**src/rtl/router_pkt_reader.sv**
```systemverilog
// router_pkt_reader
// Pulls bytes one at a time from router_fifo and forwards each one downstream
// on a valid/ready interface. Bytes are tagged as header (sop) or parity (eop),
// and each packet's parity and length are checked.
// Packet: header {len[5:0], addr[1:0]}, len payload bytes, one parity byte
// (XOR of the header and all payload bytes).
//
// Ports
//   clk            single clock, rising edge
//   resetn         asynchronous active-low reset
//   fifo_empty     router_fifo empty flag
//   fifo_data      router_fifo read data, valid the cycle after fifo_read_enb
//   fifo_read_enb  read strobe to router_fifo (combinational)
//   dout           forwarded byte
//   dout_valid     dout holds a byte; transfer = dout_valid & dout_ready
//   dout_ready     downstream accepts
//   dout_sop       dout is a header byte
//   dout_eop       dout is a parity byte
//   dout_err       with dout_eop: parity mismatch or length above MAX_LEN
//   err_cnt        saturating count of accepted errored packets
//                  (present only when ROUTER_PKT_READER_ERR_CNT_EN is defined)
//   busy           packet in progress, read outstanding or byte held
//
// Optional feature macro: ROUTER_PKT_READER_ERR_CNT_EN
//
// state      | meaning
// -----------+---------------------------------------------------
// ST_IDLE    | next captured byte is a header
// ST_PAYLOAD | capturing payload bytes, remaining_q still to come
// ST_PARITY  | next captured byte is the parity byte

module router_pkt_reader #(
    parameter int MAX_LEN = 63
) (
    input  logic       clk,
    input  logic       resetn,
    input  logic       fifo_empty,
    input  logic [7:0] fifo_data,
    output logic       fifo_read_enb,
    output logic [7:0] dout,
    output logic       dout_valid,
    input  logic       dout_ready,
    output logic       dout_sop,
    output logic       dout_eop,
    output logic       dout_err,
`ifdef ROUTER_PKT_READER_ERR_CNT_EN
    output logic [7:0] err_cnt,
`endif
    output logic       busy
);

    typedef enum logic [1:0] {
        ST_IDLE,
        ST_PAYLOAD,
        ST_PARITY
    } state_t;

    localparam logic [6:0] MAX_LEN_W = 7'(MAX_LEN);

    state_t     state_q, state_d;
    logic       pending_q;
    logic [5:0] remaining_q, remaining_d;
    logic [7:0] acc_q, acc_d;
    logic       len_err_q, len_err_d;
    logic [7:0] dout_q;
    logic       dout_valid_q, dout_sop_q, dout_eop_q, dout_err_q;
    logic       cap_sop, cap_eop, cap_err;

    // A new read is only issued when the output register will be free by the
    // time the data arrives, so at most one byte is ever in flight.
    assign fifo_read_enb = resetn & ~fifo_empty & ~pending_q
                         & (~dout_valid_q | dout_ready);

    always_comb begin
        state_d     = state_q;
        remaining_d = remaining_q;
        acc_d       = acc_q;
        len_err_d   = len_err_q;
        cap_sop     = 1'b0;
        cap_eop     = 1'b0;
        cap_err     = 1'b0;
        if (pending_q) begin
            case (state_q)
                ST_IDLE: begin
                    cap_sop     = 1'b1;
                    acc_d       = fifo_data;
                    remaining_d = fifo_data[7:2];
                    len_err_d   = {1'b0, fifo_data[7:2]} > MAX_LEN_W;
                    state_d     = (fifo_data[7:2] == 6'd0) ? ST_PARITY : ST_PAYLOAD;
                end
                ST_PAYLOAD: begin
                    acc_d       = acc_q ^ fifo_data;
                    remaining_d = remaining_q - 6'd1;
                    if (remaining_q == 6'd1) begin
                        state_d = ST_PARITY;
                    end
                end
                ST_PARITY: begin
                    cap_eop     = 1'b1;
                    cap_err     = (fifo_data != acc_q) | len_err_q;
                    acc_d       = 8'h00;
                    remaining_d = 6'd0;
                    len_err_d   = 1'b0;
                    state_d     = ST_IDLE;
                end
                default: begin
                    state_d = ST_IDLE;
                end
            endcase
        end
    end

    always_ff @(posedge clk or negedge resetn) begin
        if (!resetn) begin
            state_q      <= ST_IDLE;
            pending_q    <= 1'b0;
            remaining_q  <= 6'd0;
            acc_q        <= 8'h00;
            len_err_q    <= 1'b0;
            dout_q       <= 8'h00;
            dout_valid_q <= 1'b0;
            dout_sop_q   <= 1'b0;
            dout_eop_q   <= 1'b0;
            dout_err_q   <= 1'b0;
        end else begin
            state_q     <= state_d;
            pending_q   <= fifo_read_enb;
            remaining_q <= remaining_d;
            acc_q       <= acc_d;
            len_err_q   <= len_err_d;
            // A capture can only happen when the output register is already
            // free, so it never overwrites a byte that has not been taken.
            if (pending_q) begin
                dout_q       <= fifo_data;
                dout_valid_q <= 1'b1;
                dout_sop_q   <= cap_sop;
                dout_eop_q   <= cap_eop;
                dout_err_q   <= cap_err;
            end else if (dout_valid_q && dout_ready) begin
                dout_valid_q <= 1'b0;
                dout_sop_q   <= 1'b0;
                dout_eop_q   <= 1'b0;
                dout_err_q   <= 1'b0;
            end
        end
    end

`ifdef ROUTER_PKT_READER_ERR_CNT_EN
    always_ff @(posedge clk or negedge resetn) begin
        if (!resetn) begin
            err_cnt <= 8'h00;
        end else if (dout_valid_q && dout_ready && dout_eop_q && dout_err_q
                     && (err_cnt != 8'hFF)) begin
            err_cnt <= err_cnt + 8'h01;
        end
    end
`endif

    assign dout       = dout_q;
    assign dout_valid = dout_valid_q;
    assign dout_sop   = dout_sop_q;
    assign dout_eop   = dout_eop_q;
    assign dout_err   = dout_err_q;
    assign busy       = (state_q != ST_IDLE) | pending_q | dout_valid_q;

endmodule
```
**config.mk**
```make
export PLATFORM = sky130hd
export DESIGN_NAME = router_pkt_reader
export DESIGN_NICKNAME = d
export VERILOG_FILES = /design/src/rtl/router_pkt_reader.sv
export SDC_FILE = /design/constraint.sdc
export NUM_CORES = 1
export LEC_CHECK = 0
export CAP_MARGIN = 10
export CORE_ASPECT_RATIO = 0.6
export CORE_UTILIZATION = 36
export CTS_CLUSTER_SIZE = 8
export DETAILED_ROUTE_END_ITERATION = 10
export DONT_BUFFER_PORTS = 1
export PLACE_DENSITY = 0.57
export SLEW_MARGIN = 30
export SYNTH_ARGS = -nofsm -noshare
export SYNTH_HDL_FRONTEND = slang
export SYNTH_SLANG_ARGS = --single-unit
```
**constraint.sdc**
```tcl
create_clock -name clk -period 4.6 [get_ports clk]
set_clock_uncertainty 0.05 [all_clocks]
set_input_delay 0.46 -clock clk [delete_from_list [all_inputs] [get_ports clk]]
set_output_delay 0.46 -clock clk [all_outputs]
set_load 0.05 [all_outputs]
```
==> Implementation_results.wiki <==
{| class="wikitable"
! Metric !! Value
|-
| Status || complete, no violations
|-
| Die width || 88.4 um
|-
| Post-Synthesis Mean Instance Area || 10.3 um2
|-
| Internal power summed over all cells || 0.650 mW
|-
| Fill count || 411
|-
| Input/output buffers || 0
|-
| Length of routed met3 wiring || 301 um
|-
| Type of the most critical hold path || in2reg
|-
| Initial core utilization || 38.3%
|-
| Number of buffers added by the clock tree synthesis step || 5
|-
| Post-synthesis sequential area ratio || 45.0%
|-
| GR Overflow Total || 0
|-
| H-tree level count || 2
|-
| Warnings from Yosys || 0
|-
| Register share of total power || 46.7%
|-
| Clock-pin slew reported for the worst setup and hold paths after clock tree synthesis || 0.07 ns
|-
| Proportion of layout cells with a drive suffix above 1 || 15.7%
|-
| First-pass GRT wire length || 5550 um
|-
| Kind of end point of the critical path || flip-flop
|-
| Clock sink count || 29
|-
| Max Slew Vio Count || 0
|-
| Count of placed standard cells in the final layout, fillers left out || 219
|-
| Worst-case setup margin in the final layout || 2.13 ns
|-
| Upper clock frequency limit || 404 MHz
|-
| Placeable Area || 0.00421 mm2
|-
| Adder-Cell Fraction of Synth Area || 4.65%
|-
| Pin slew with the least headroom to its limit || 0.914 ns
|-
| Final hold violations || 0
|-
| Type of element launching the critical path || flip-flop
|-
| Worst-case headroom to the max-slew limit || 38.8%
|-
| I/O pin cnt || 26
|-
| Synthesized flop and latch total || 29
|-
| Residual DRC count || 0
|-
| Placed Area || 0.00165 mm2
|-
| Area share of and/or/nand/nor cells after synthesis || 14.5%
|-
| Power per standard cell area || 633 mW/mm2
|-
| Area of the die || 0.00476 mm2
|-
| Total nets after synthesis || 175
|-
| Tcrit/Tclk final || 53.7%
|-
| Post-Route Hold Slack || 0.275 ns
|-
| Minimum period implied by the final worst setup slack || 2.47 ns
|-
| Area growth from synthesis to layout || 10.6%
|-
| Number of global-route vias before repair || 1,076
|-
| Count of max-cap constraint violations || 0
|-
| Number of routed nets with antenna violations || 0
|-
| Setup slack on the worst flop-to-flop path || 2.13 ns
|-
| First-pass iteration count of the detailed router || 5
|-
| Combinational family with the most area after synthesis || compound AO/OA/AOI/OAI gates
|-
| Clk root buf || clkbuf_8
|-
| DPL Wire Length || 2420 um
|-
| Count of unique library cells instantiated by Yosys || 35
|-
| Largest fanout on the critical path || 28
|-
| Proportion of synthesized area in mux cells || 8.45%
|-
| Share of the synthesized area in compound gates (AO/OA/AOI/OAI) || 16.3%
|-
| Total Routing Usage GR || 16.3%
|-
| Clock Power Share || 20.4%
|-
| Worst setup path class || reg2reg
|-
| Wire length per cell after detailed routing || 16.3 um
|-
| Layout Cell Area excl Fill || 0.00179 mm2
|-
| Chip height || 53.9 um
|-
| Net count of the finished layout || 176
|-
| Post-detailed-routing wire length || 3580 um
|-
| Switching share of power || 42.6%
|-
| Overall via count from detail_route || 1,158
|-
| Count of inserted antenna diode cells || 0
|-
| Post-CTS Repair Setup Buffers || 0
|-
| Cells after synthesis || 157
|-
| Pre-CTS setup slack || 1.91 ns
|-
| Required @ worst endpoint || 4.77 ns
|-
| Setup violation total in the final timing report || 0
|-
| Total power of the final layout || 1.13 mW
|-
| Uppermost layer routed || met4
|-
| TritonCTS clock tree || yes
|-
| Total Neg Setup Slack || 0 ns
|-
| Peak VDD IR || 0.267 mV
|-
| Endpoint arrival time on the critical path || 2.64 ns
|-
| Post-layout utilization of the core || 42.4%
|-
| Detailed route wirelength on metal2 || 1390 um
|-
| Number of antenna violations at the first check in global routing || 0
|-
| Violation count after the first detailed-routing iteration || 116
|-
| Largest net degree at the start of global routing || 30
|-
| Psw || 0.481 mW
|-
| Floorplan row count || 18
|-
| Number of placed cells counting well taps || 209
|-
| Routability Congestion || 0.755
|-
| Clock Latency Late Sink || 0.28 ns
|-
| Standby leakage power || 0.807 nW
|-
| RSZ-0062 raised after global routing || no
|-
| Combinational group share of total power || 32.9%
|-
| Combined area of all synthesized cells || 0.00161 mm2
|-
| Share of the synthesized netlist area taken by xor and xnor gates || 4.34%
|-
| Max Root-Sink Buffers || 2
|-
| Met1 Wirelength || 1860 um
|-
| Post-DR vias/cell || 5.29
|}
[path summary, 6_finish.rpt]
kind	start	end	depth (start not counted)
setup / recovery	pending_q	acc_q[5]	4
hold / removal	fifo_data[4]	remaining_q[2]	2
setup reg to reg	pending_q	acc_q[5]	4
hold reg to reg	remaining_q[1]	remaining_q[1]	2
max in group asynchronous	resetn	dout[0]	2
min in group asynchronous	resetn	acc_q[6]	2
[cells in the final DEF (no fill, tap or decap), types with 2 or more instances in the layout]
cell type,count
dfrtp_1,29
inv_1,18
o21ai_0,10
mux2_2,9
nand3b_1,8
a222oi_1,8
xor2_1,8
nor2_1,7
clkbuf_8,7
nand2b_1,6
ha_1,6
nand2_1,5
a22oi_1,4
a21oi_1,4
nor3_1,3
or3_1,2
nor3b_2,2
mux2i_1,2
nor4_1,2
o22ai_1,2
o31ai_1,2
[power groups by stage]
stage | combinational (mW) | sequential [mW] | clock (mW)
after CTS | 0.372 | 0.528 | 0.236
after detailed placement | 0.360 | 0.532 | 0
after floorplan | 0.305 | 0.505 | 0
after global routing | 0.424 | 0.543 | 0.243
final | 0.373 | 0.528 | 0.230
after global placement | 0.354 | 0.527 | 0
[cell families after synthesis]
| logic type | after synthesis |
|---|---|
| mux | 12 |
| flops | 29 |
| fa+ha+maj | 6 |
| compound gates | 37 |
| simple gates | 39 |
| buf+inv | 26 |
| xor+xnor | 8 |
[flip-flops by register name, indices dropped and copies added (netlist names)]
name and count:
pending_q 1, dout_valid 1, remaining_q 6, acc_q 8
state_q 2, dout_err 1, dout_eop 1, dout 8
dout_sop 1
[synth_stat cells]
library cell	n	area [um2]
nor4_1	2	12.5
buf_6	1	11.3
nor3b_2	1	12.5
mux2_2	9	101
a22oi_1	4	30.0
mux2_4	1	15.0
o22ai_1	2	12.5
o31ai_1	2	15.0
buf_2	4	20.0
mux2i_1	2	20.0
a22o_1	1	8.76
o21ai_1	1	5.00
or3_2	1	7.51
nand2_1	5	18.8
inv_1	18	67.6
dfrtp_1	29	726
a222oi_1	8	80.1
ha_1	6	75.1
or3_4	1	11.3
a31oi_1	1	6.26
a21oi_1	4	20.0
xor2_1	8	70.1
nand2b_1	7	43.8
nand4_1	1	6.26
nor2_1	7	26.3
or3_1	2	12.5
a32oi_1	1	8.76
nand3b_1	8	60.1
o21ai_0	10	50.1
a32o_1	1	10.0
a21o_1	1	7.51
o21ai_2	1	8.76
clkbuf_1	3	11.3
nor3_1	3	15.0
nor3b_1	1	7.51
[metal layers]
| metal | vias to the layer above | global-route usage [%] |
|---|---|---|
| li1 | 564 | - |
| met1 | 557 | 25.4 |
| met2 | 33 | 20.4 |
| met3 | 4 | 5.83 |
| met4 | 0 | 4.30 |
| met5 | - | 0 |
[critical path, cell delays in order, from the launching register on]
cell	delay, ns
dfrtp_1	0.79
nand2b_2	0.47
nor2_1	0.80
a222oi_1	0.21
inv_1	0.09
[timing repair]
action	in CTS	in global routing
endpoints found under the hold margin	29	0
gates resized for setup	0	0
hold buffers	2	0
[cell type report]
| cell class | instances | area, um2 | share of cell area [%] |
|---|---|---|---|
| inverter | 18 | 67.6 | 3.78 |
| clock buffer | 7 | 96.3 | 5.40 |
| clock inverter | 1 | 5.00 | 0.280 |
| tap | 60 | 75.1 | 4.20 |
| timing repair buffer | 2 | 30.0 | 1.68 |
| sequential | 29 | 726 | 40.6 |
| multi-input combinational | 102 | 786 | 44.0 |
(Power assumes the default switching activity.)
==> RTL change: new RTL, same settings <==
Register the output `dout_err` once more; this adds one clock of latency there. The other outputs are not delayed to match.
--- a/src/rtl/router_pkt_reader.sv
+++ b/src/rtl/router_pkt_reader.sv
@@ -160,7 +160,9 @@
     assign dout_valid = dout_valid_q;
     assign dout_sop   = dout_sop_q;
     assign dout_eop   = dout_eop_q;
-    assign dout_err   = dout_err_q;
+    always_ff @(posedge clk) begin
+        dout_err <= dout_err_q;
+    end
     assign busy       = (state_q != ST_IDLE) | pending_q | dout_valid_q;
 
 endmodule
Formal check against the unedited RTL: not equivalent (Yosys sat finds a counterexample within 10 cycles, from zero or initial values and one cycle with resetn low).
==> RTL change against the unedited design <==
- via count up 3.5%
- wire length up 4.5%
- sequential cell count up 1
- power down 1.5%
- non-clock buffer count unchanged
- sequential share of layout area up 1.2 points
- synthesized area up 1.2%
- setup slack worse by 50 ps
- fmax down 2.0%
- synthesized cell count up 0.64%
- cell area about the same
==> RTL change: results (changes against the unedited design) <==
outcome complete, no violations; vias in the first global route 1094 (+1.7%); register area 746 um2 (+2.8%); top cells by instance count after synthesis 29 x dfrtp_1, 18 x inv_1, 10 x o21ai_0; CTS buffer count 5 (unchanged); number of library cell types mapped by synthesis 36 (+2.9%); Clock Pin Slew Worst Setup and Hold Paths 60 ps; CTS Buffer Depth 2 (unchanged); final-stage net count 177 (+0.57%); share of cells above drive strength 1 0.138 (-0.0197); async set or reset register ratio after synthesis 0.967 (-0.0333); Seq/Total Area, Yosys 0.456 (+0.00674); clk_lat worst skew 280 ps (about the same); fill cell count 441 (+7.3%); Post-Synth XOR/XNOR Area 0.0429 (-0.000532); post-DP HPWL 2570 um (+6.5%); critical path arrival 2680 ps (+40 ps); peak supply drop 222 uV (-17%); postcts setup bufs 0 (unchanged); drt initial violations 85 (-27%); pin count of the biggest net entering global routing 30 (unchanged); post-synthesis mux area share 0.0835 (-0.00104); routed length per instance 17.0 um (+4.0%); Avg Cell Area, Syn 10.3 um2 (+0.60%); gr usage total 0.167 (+0.00390); setup violators final 0 (unchanged); pre-CTS WS 1850 ps (-57.5 ps); Clock Tree Root clkbuf_8; largest cells by area after synthesis dfrtp_1 44%, mux2_2 6.2%, a222oi_1 4.9%; fin cells 220 (+0.46%); synth warn 0 (unchanged); antenna cells 0 (unchanged); global-route wire length before repair 5640 um (+1.6%); H-tree levels 2 (unchanged); Initial DRT Pass Iterations 4 (-1); Synth Area in Adders 0.0459 (-0.000570); IO Port Bufs 0 (unchanged); reg2reg path depth 4 (unchanged); vias 1198 (+3.5%); initial antenna violation count 0 (unchanged); Resize count post-CTS 0 (unchanged); Pleak 0.801 nW (-0.80%); CP max FO 28 (unchanged); compound-gate portion of the synthesized area 0.161 (-0.00199); dominant synthesized flop cell dfrtp_1; max_slew headroom 0.403 (+0.0151); placed cells 210 (+0.48%); Placed Area 1670 um2 (+1.2%); Worst Hold Depth 2 (unchanged); hold crit path type in -> reg; GP Congestion 0.738 (-2.3%)
[RTL change: layout make-up]
type                       count  share of cell area
timing repair buffer           2              0.0168
multi-input combinational    102               0.440
tap                           60              0.0421
sequential                    30               0.418
clock buffer                   8              0.0449
inverter                      18              0.0379
[RTL change: final timing paths]
kind	start	end	slack, ps
worst max register to register	pending_q	acc_q[7]	2080
worst min-delay path	fifo_data[4]	acc_q[4]	270
worst min register to register	dout_err_q	dout_err	330
max in group asynchronous	resetn	state_q[1]	3760
min in group asynchronous	resetn	remaining_q[1]	570
worst max-delay path	pending_q	acc_q[7]	2080
[RTL change: worst max-delay path, cell delays in order (launching register included)]
cell      delay, ps
dfrtp_1         780
nand2b_2        480
nor2_1          820
a222oi_1        210
inv_1           110
[RTL change: logic make-up after synthesis]
kind of cell             after synthesis
AO/OA/AOI/OAI                         37
XOR/XNOR                               8
adder cells (fa/ha/maj)                6
buffers and inverters                 26
flip-flops                            30
multiplexers                          12
AND/OR/NAND/NOR                       39
[RTL change: per-layer routing]
| layer | vias up | GRT usage | share of wire |
|---|---|---|---|
| met5 | - | 0 | 0 |
| met4 | 0 | 0.0556 | 0.0051 |
| met3 | 4 | 0.0552 | 0.084 |
| met2 | 46 | 0.233 | 0.41 |
| met1 | 581 | 0.240 | 0.50 |
| li1 | 567 | - | - |
[RTL change: power by group]
group          total [mW]  leakage, nW  switching (mW)  internal [mW]
sequential          0.543        0.367           0.188          0.355
combinational       0.373        0.394           0.202          0.171
clock               0.198       0.0395          0.0912          0.107
total                1.11        0.801           0.481          0.633
[RTL change: timing repair]
item	4_1_cts	5_1_grt
endpoints found under the hold margin	29	0
hold buffers	2	0
setup endpoints to repair	0	0
